[src/rtl/f1_pkg.sv]
// f1_pkg: shared types and constants for the F1 race-start controller.
// Macro: F1_JUMP_START_EN enables the jump-start fault path in f1_start_ctrl.
package f1_pkg;

    typedef enum logic [2:0] {
        IDLE,
        ARMED,
        HOLD,
        GO,
        TIMING,
        DONE,
        FLUSH
    } f1_state_t;

    localparam int N_LIGHTS_DEF = 8;

    // Feedback mask for a right-shifting Galois LFSR of width w.
    // Bit i-1 of the mask corresponds to term x^i of a primitive polynomial,
    // so every supported width cycles through all 2^w-1 nonzero values.
    function automatic logic [31:0] lfsr_taps(input int w);
        case (w)
            3:       return 32'h0000_0006;
            4:       return 32'h0000_000C;
            5:       return 32'h0000_0014;
            6:       return 32'h0000_0030;
            7:       return 32'h0000_0060;
            8:       return 32'h0000_00B8;
            9:       return 32'h0000_0110;
            10:      return 32'h0000_0240;
            11:      return 32'h0000_0500;
            12:      return 32'h0000_0E08;
            13:      return 32'h0000_1C80;
            14:      return 32'h0000_3802;
            15:      return 32'h0000_6000;
            16:      return 32'h0000_B400;
            default: return 32'h0000_0060;
        endcase
    endfunction

endpackage

[src/rtl/f1_lfsr.sv]
// f1_lfsr: free-running maximal-length Galois LFSR used as the random hold source.
// The register advances every clock and never reaches zero from a nonzero seed.
module f1_lfsr
    import f1_pkg::*;
#(
    parameter int             W    = 7,
    parameter logic [W-1:0]   SEED = 7'h5A
) (
    input  logic         clk,
    input  logic         rst,
    output logic [W-1:0] q
);

    localparam logic [31:0]  TAPS_FULL = lfsr_taps(W);
    localparam logic [W-1:0] TAPS      = TAPS_FULL[W-1:0];

    // Shift right; when a one falls out of bit 0, fold the feedback mask back in.
    // NOTE: state registers use non-blocking assignments so every flop samples
    // the pre-edge value regardless of the order the simulator runs processes.
    always_ff @(posedge clk) begin
        if (rst) q <= SEED;
        else     q <= {1'b0, q[W-1:1]} ^ (q[0] ? TAPS : '0);
    end

endmodule

[src/rtl/f1_start_ctrl.sv]
// f1_start_ctrl: race-start sequencer. Steps the light FSM through N_LIGHTS
// lights, waits a pseudo-random hold, puts the lights out and then measures
// driver reaction time in ticks.
// Macro: F1_JUMP_START_EN adds the FLUSH state and the jump_start output.
module f1_start_ctrl
    import f1_pkg::*;
#(
    parameter int                  LFSR_W    = 7,
    parameter logic [LFSR_W-1:0]   LFSR_SEED = 7'h5A,
    parameter int                  TIME_W    = 16,
    parameter int                  N_LIGHTS  = N_LIGHTS_DEF
) (
    input  logic              clk,
    input  logic              rst,
    input  logic              trigger,
    input  logic              tick,
    input  logic              react,
    output logic              light_en,
    output logic              busy,
    output logic              time_valid,
    output logic [TIME_W-1:0] react_time
`ifdef F1_JUMP_START_EN
    ,
    output logic              jump_start
`endif
);

    localparam int                CNT_W     = $clog2(N_LIGHTS + 1);
    localparam logic [CNT_W-1:0]  LAST      = CNT_W'(N_LIGHTS);
    localparam logic [TIME_W-1:0] TIME_MAX  = {TIME_W{1'b1}};
    localparam logic [LFSR_W-1:0] HOLD_LAST = LFSR_W'(1);

    f1_state_t         state, state_n;
    logic [CNT_W-1:0]  light_cnt, light_cnt_n;
    logic [LFSR_W-1:0] hold_cnt, hold_cnt_n;
    logic [TIME_W-1:0] timer, timer_n;
    logic [TIME_W-1:0] react_time_n;
    logic              time_valid_n;
    logic              trigger_q, react_q;
    logic              trig_rise, react_rise;
    logic [LFSR_W-1:0] lfsr;
`ifdef F1_JUMP_START_EN
    logic              jump_start_n;
`endif

    f1_lfsr #(
        .W    (LFSR_W),
        .SEED (LFSR_SEED)
    ) u_lfsr (
        .clk (clk),
        .rst (rst),
        .q   (lfsr)
    );

    // Previous-cycle copies of the buttons for rising-edge detection.
    always_ff @(posedge clk) begin
        if (rst) begin
            trigger_q <= 1'b0;
            react_q   <= 1'b0;
        end else begin
            trigger_q <= trigger;
            react_q   <= react;
        end
    end

    assign trig_rise  = trigger & ~trigger_q;
    assign react_rise = react & ~react_q;
    assign busy       = (state == ARMED) || (state == HOLD) || (state == GO) ||
                        (state == TIMING) || (state == FLUSH);

    // State and datapath registers; all next values come from the block below.
    always_ff @(posedge clk) begin
        if (rst) begin
            state      <= IDLE;
            light_cnt  <= '0;
            hold_cnt   <= '0;
            timer      <= '0;
            react_time <= '0;
            time_valid <= 1'b0;
`ifdef F1_JUMP_START_EN
            jump_start <= 1'b0;
`endif
        end else begin
            state      <= state_n;
            light_cnt  <= light_cnt_n;
            hold_cnt   <= hold_cnt_n;
            timer      <= timer_n;
            react_time <= react_time_n;
            time_valid <= time_valid_n;
`ifdef F1_JUMP_START_EN
            jump_start <= jump_start_n;
`endif
        end
    end

    // Next-state, datapath updates and the light_en advance pulse.
    always_comb begin
        // NOTE: every signal assigned here gets a default first, so no path
        // leaves one unassigned and no latch is inferred.
        state_n      = state;
        light_cnt_n  = light_cnt;
        hold_cnt_n   = hold_cnt;
        timer_n      = timer;
        react_time_n = react_time;
        time_valid_n = time_valid;
        light_en     = 1'b0;
`ifdef F1_JUMP_START_EN
        jump_start_n = jump_start;
`endif
        case (state)
            IDLE: begin
                if (trig_rise) begin
                    state_n = ARMED;
`ifdef F1_JUMP_START_EN
                    jump_start_n = 1'b0;
`endif
                end
            end
            ARMED: begin
`ifdef F1_JUMP_START_EN
                if (react_rise) begin
                    state_n      = FLUSH;
                    jump_start_n = 1'b1;
                end else
`endif
                if (tick) begin
                    light_en    = 1'b1;
                    light_cnt_n = light_cnt + 1'b1;
                    if (light_cnt_n == LAST) begin
                        hold_cnt_n = lfsr;
                        state_n    = HOLD;
                    end
                end
            end
            HOLD: begin
`ifdef F1_JUMP_START_EN
                if (react_rise) begin
                    state_n      = FLUSH;
                    jump_start_n = 1'b1;
                end else
`endif
                if (tick) begin
                    if (hold_cnt == HOLD_LAST) state_n = GO;
                    else                       hold_cnt_n = hold_cnt - 1'b1;
                end
            end
            GO: begin
                // Lights out: the light FSM wraps from N_LIGHTS back to all-off.
                light_en    = 1'b1;
                light_cnt_n = '0;
                timer_n     = '0;
                state_n     = TIMING;
            end
            TIMING: begin
                // A react edge wins over a coincident tick, so that tick is not counted.
                if (react_rise) begin
                    react_time_n = timer;
                    time_valid_n = 1'b1;
                    state_n      = DONE;
                end else if (tick && (timer != TIME_MAX)) begin
                    timer_n = timer + 1'b1;
                end
            end
            DONE: begin
                if (trig_rise) begin
                    time_valid_n = 1'b0;
                    state_n      = ARMED;
`ifdef F1_JUMP_START_EN
                    jump_start_n = 1'b0;
`endif
                end
            end
`ifdef F1_JUMP_START_EN
            FLUSH: begin
                // Step the light FSM forward every cycle until it wraps to all-off.
                time_valid_n = 1'b0;
                if (light_cnt == '0) begin
                    state_n = DONE;
                end else begin
                    light_en = 1'b1;
                    if (light_cnt == LAST) begin
                        light_cnt_n = '0;
                        state_n     = DONE;
                    end else begin
                        light_cnt_n = light_cnt + 1'b1;
                    end
                end
            end
`endif
            default: state_n = IDLE;
        endcase
    end

endmodule
[config.mk]
export PLATFORM = sky130hd
export DESIGN_NAME = f1_start_ctrl
export DESIGN_NICKNAME = d
export VERILOG_FILES = /design/src/rtl/f1_pkg.sv /design/src/rtl/f1_lfsr.sv /design/src/rtl/f1_start_ctrl.sv
export SDC_FILE = /design/constraint.sdc
export NUM_CORES = 1
export LEC_CHECK = 0
export ABC_CLOCK_PERIOD_IN_PS = 4610
export CAP_MARGIN = 20
export CELL_PAD_IN_SITES_DETAIL_PLACEMENT = 1
export CELL_PAD_IN_SITES_GLOBAL_PLACEMENT = 1
export CORE_MARGIN = 3
export CORE_UTILIZATION = 46
export CTS_CLUSTER_DIAMETER = 40
export DETAILED_ROUTE_END_ITERATION = 6
export PLACE_DENSITY_LB_ADDON = 0.1
export RECOVER_POWER = 25
export SYNTH_ARGS = -nofsm -noshare
export SYNTH_HDL_FRONTEND = slang
export SYNTH_HIERARCHICAL = 1
export SYNTH_SLANG_ARGS = --single-unit
[constraint.sdc]
create_clock -name clk -period 4.61 [get_ports clk]
set_input_delay 1.1525 -clock clk [delete_from_list [all_inputs] [get_ports clk]]
set_output_delay 1.1525 -clock clk [all_outputs]
set_load 0.01 [all_outputs]
==> summary.md <==
| Metric | Value |
|---|---|
| Placed inst area | `between 0.002 and 0.003 mm2` |
| Slew margin rel. | `-16.69%` |
| # diodes | `0` |
| WP data required | `3.46 ns` |
| Cell count after synthesis | `329` |
| Syn_area_per_cell | `8.055 um2` |
| Longest Clk Path Bufs | `2` |
| Max-cap violations | `1` |
| 1st-iter DRT viols | `108` |
| Gr ovfl total | `0` |
| Clock Latency Late Sink | `0.31 ns` |
| Leakage | `0.9968 nW` |
| DRT antenna net count | `0` |
| # setup viols final | `0` |
| Post-CTS sizing | `0` |
| Die Ht | `81.90 um` |
| Filler Cell Count | `about 700` |
| DR WL/cell | `between 15 and 20 um` |
| Number of post-CTS setup repair buffers | `0` |
| Register area share after synthesis | `between 40% and 50%` |
| Nets | `about 350` |
| Comb power frac | `5.1%` |
| Starting Density | `47.83%` |
| Fin. Hold Viols | `0` |
| Fmax | `269.4 MHz` |
| Clock power share | `about a third` |
| Failing checks | `capacitance limit, slew limit` |
| Synth warn | `6` |
| CP Launch Type | `input port` |
| Layout cells sized above 1 | `5.507%` |
| Most common cell after layout, fill and taps aside | `dfxtp_1` |
| Vias in the first global route | `2315` |
| Commonest cells after routing, fill and taps aside | `dfxtp_1, nand2_1, a21oi_1` |
| Fin worst setup slack | `0.8985 ns` |
| Core area | `0.005540 mm2` |
| Pins Over Slew Limit | `40` |
| Initial antenna violation count | `0` |
| Final Core Density | `53.97%` |
| EDFF count, synth | `0` |
| First-pass GRT wire length | `roughly 11 mm` |
| Dpl ws | `a little over 0.9 ns` |
| Crit path DAT | `2.56 ns` |
| Cell area power density | `about 270 mW/mm2` |
| WHS | `approximately 0.45 ns` |
| Max IR drop VDD | `0.1363 mV` |
| Post-synth top area share | `42.30%` |
| Die area | `0.006708 mm2` |
| All-Layer GR Usage | `20.71%` |
| RSZ-0062 raised after global routing | `false` |
| Clk root buf | `clkbuf_8` |
| Worst Skew | `0.007813 ns` |
| Syn nets | `338` |
| Drt total wl | `6.556 mm` |
| Post-route clock period utilization | `80.51%` |
| Power Internal | `0.6169 mW` |
| Sw frac | `about a quarter` |
| CP endpoint kind | `output port` |
| Synth Cell Area | `0.002650 mm2` |
| CTS tree | `yes` |
| Psw | `0.1938 mW` |
| Row count | `27` |
| Top-level I/O count | `24` |
| Async SR Flop Fraction | `0%` |
| DRT Pass-1 Iters | `4` |
| Status | `finished with violations` |
| Flop pwr share | `61.5%` |
| Largest net degree at the start of global routing | `40` |
| Worst-margin pin slew | `approximately 1.8 ns` |
| HP Class | `reg2reg` |
| CTS clock-pin slew for the worst setup and hold paths | `~0.10 ns` |
| CTS Hold Bufs | `0` |
| Worst Path Max Fanout | `12` |
| Die span in x | `81.90 um` |
| Clock buffer count from CTS | `5` |
| HPWL after DPL | `~4.5 mm` |
| Via count | `roughly 2400` |
| Yosys reg bits | `56` |
| Crit Path Category | `in2out` |
| Sum Neg Setup Slack | `0 ns` |
| Syn-to-layout area delta | `12.84%` |
| Placer Congestion | `between 0.8 and 0.9` |
| Cell taking the most area after synthesis | `dfxtp_1` |
| Synth area leaders | `dfxtp_1, a21oi_1, nand2_1` |
| Prevailing post-synth register cell | `dfxtp_1` |
| Htree depth | `2` |
| Final instance area | `about 0.003 mm2` |
| DRC viols | `0` |
| IO Port Bufs | `23` |
| Synth unique cells | `51` |
| Clock sink total | `between 50 and 60` |
| Vias per inst | `around 5.7` |
| Final min period | `approximately 3.7 ns` |
-- cell type report --
class / count / area [um2] / area share [%]
Clock buffer: 6 / 72.57 / 2.427
Clock inverter: 2 / 16.27 / 0.5439
Inverter: 7 / 26.28 / 0.8787
Multi-Input combinational cell: 249 / 1423 / 47.57
Sequential cell: 56 / 1121 / 37.49
Tap cell: 72 / 90.09 / 3.013
Timing Repair Buffer: 25 / 241.5 / 8.075
-- stage by stage --
step                power (mW)  cells
detailed placement      0.5521    409
floorplan               0.5350    329
global route            0.8437    417
CTS                     0.8167    417
global placement        0.5501    409
finish                  0.8107    417
-- cell families (layout without fill, tap and decap cells) --
kind of cell	after synthesis	after routing	synth area share [%]
fa+ha+maj	4	4	1.889
buf+inv	24	40	4.014
simple gates	143	143	27.67
xor+xnor	1	1	0.3306
flops	56	56	42.30
compound gates	99	99	23.04
mux	2	2	0.7555
-- cells in the mapped netlist (all sizes together) (2+ instances only) --
library cell / number
nand3: 11
ha: 4
o31ai: 9
nor2: 18
nand4: 9
clkbuf: 11
a21o: 2
dfxtp: 56
or3: 2
or2: 7
a31oi: 5
o21a: 2
and2: 8
nor4: 2
inv: 7
mux2i: 2
nor2b: 7
nand3b: 2
nand2b: 3
o32ai: 2
a211oi: 3
and4: 3
buf: 6
a21oi: 45
and3: 4
o41ai: 2
or4: 2
nand2: 54
o21ai: 22
nor3: 7
-- flip-flops by register name, summed over array words and instances (netlist names) --
register    flops
hold_cnt        7
timer          16
time_valid      1
u_lfsr/q        7
light_cnt       4
trigger_q       1
state           3
react_time     16
react_q         1
-- worst paths after layout --
path                                   from          end  slack [ns]  depth (start not counted)
worst max-delay path                   tick     light_en        0.90                          5
worst min register to register  u_lfsr/q[2]  u_lfsr/q[1]        0.45                          1
worst max register to register     state[2]    timer[10]        2.03                          4
worst min-delay path            u_lfsr/q[2]  u_lfsr/q[1]        0.45                          1
-- power groups by stage --
stage / clock, mW / combinational (mW) / sequential (mW)
2_1_floorplan: 0 / 0.0287 / 0.506
3_3_place_gp: 0 / 0.0405 / 0.510
3_5_place_dp: 0 / 0.0420 / 0.510
4_1_cts: 0.276 / 0.0421 / 0.499
5_1_grt: 0.296 / 0.0466 / 0.501
6_report: 0.270 / 0.0417 / 0.499
-- per-layer routing --
metal / share of wire, % / track usage [%] / vias up
li1: - / - / 1210
met4: 0.21 / 4.651 / 0
met2: 45 / 33.28 / 34
met5: 0 / 0 / -
met3: 2.8 / 3.399 / 2
met1: 52 / 29.03 / 1146
-- worst max-delay path, cell delays in order --
cell and delay, ns:
clkdlybuf4s50_1 0.46, buf_4 0.17, inv_1 0.09, a21oi_1 0.14, clkdlybuf4s50_1 0.55
Note: power is estimated with default switching activity, not from simulation.
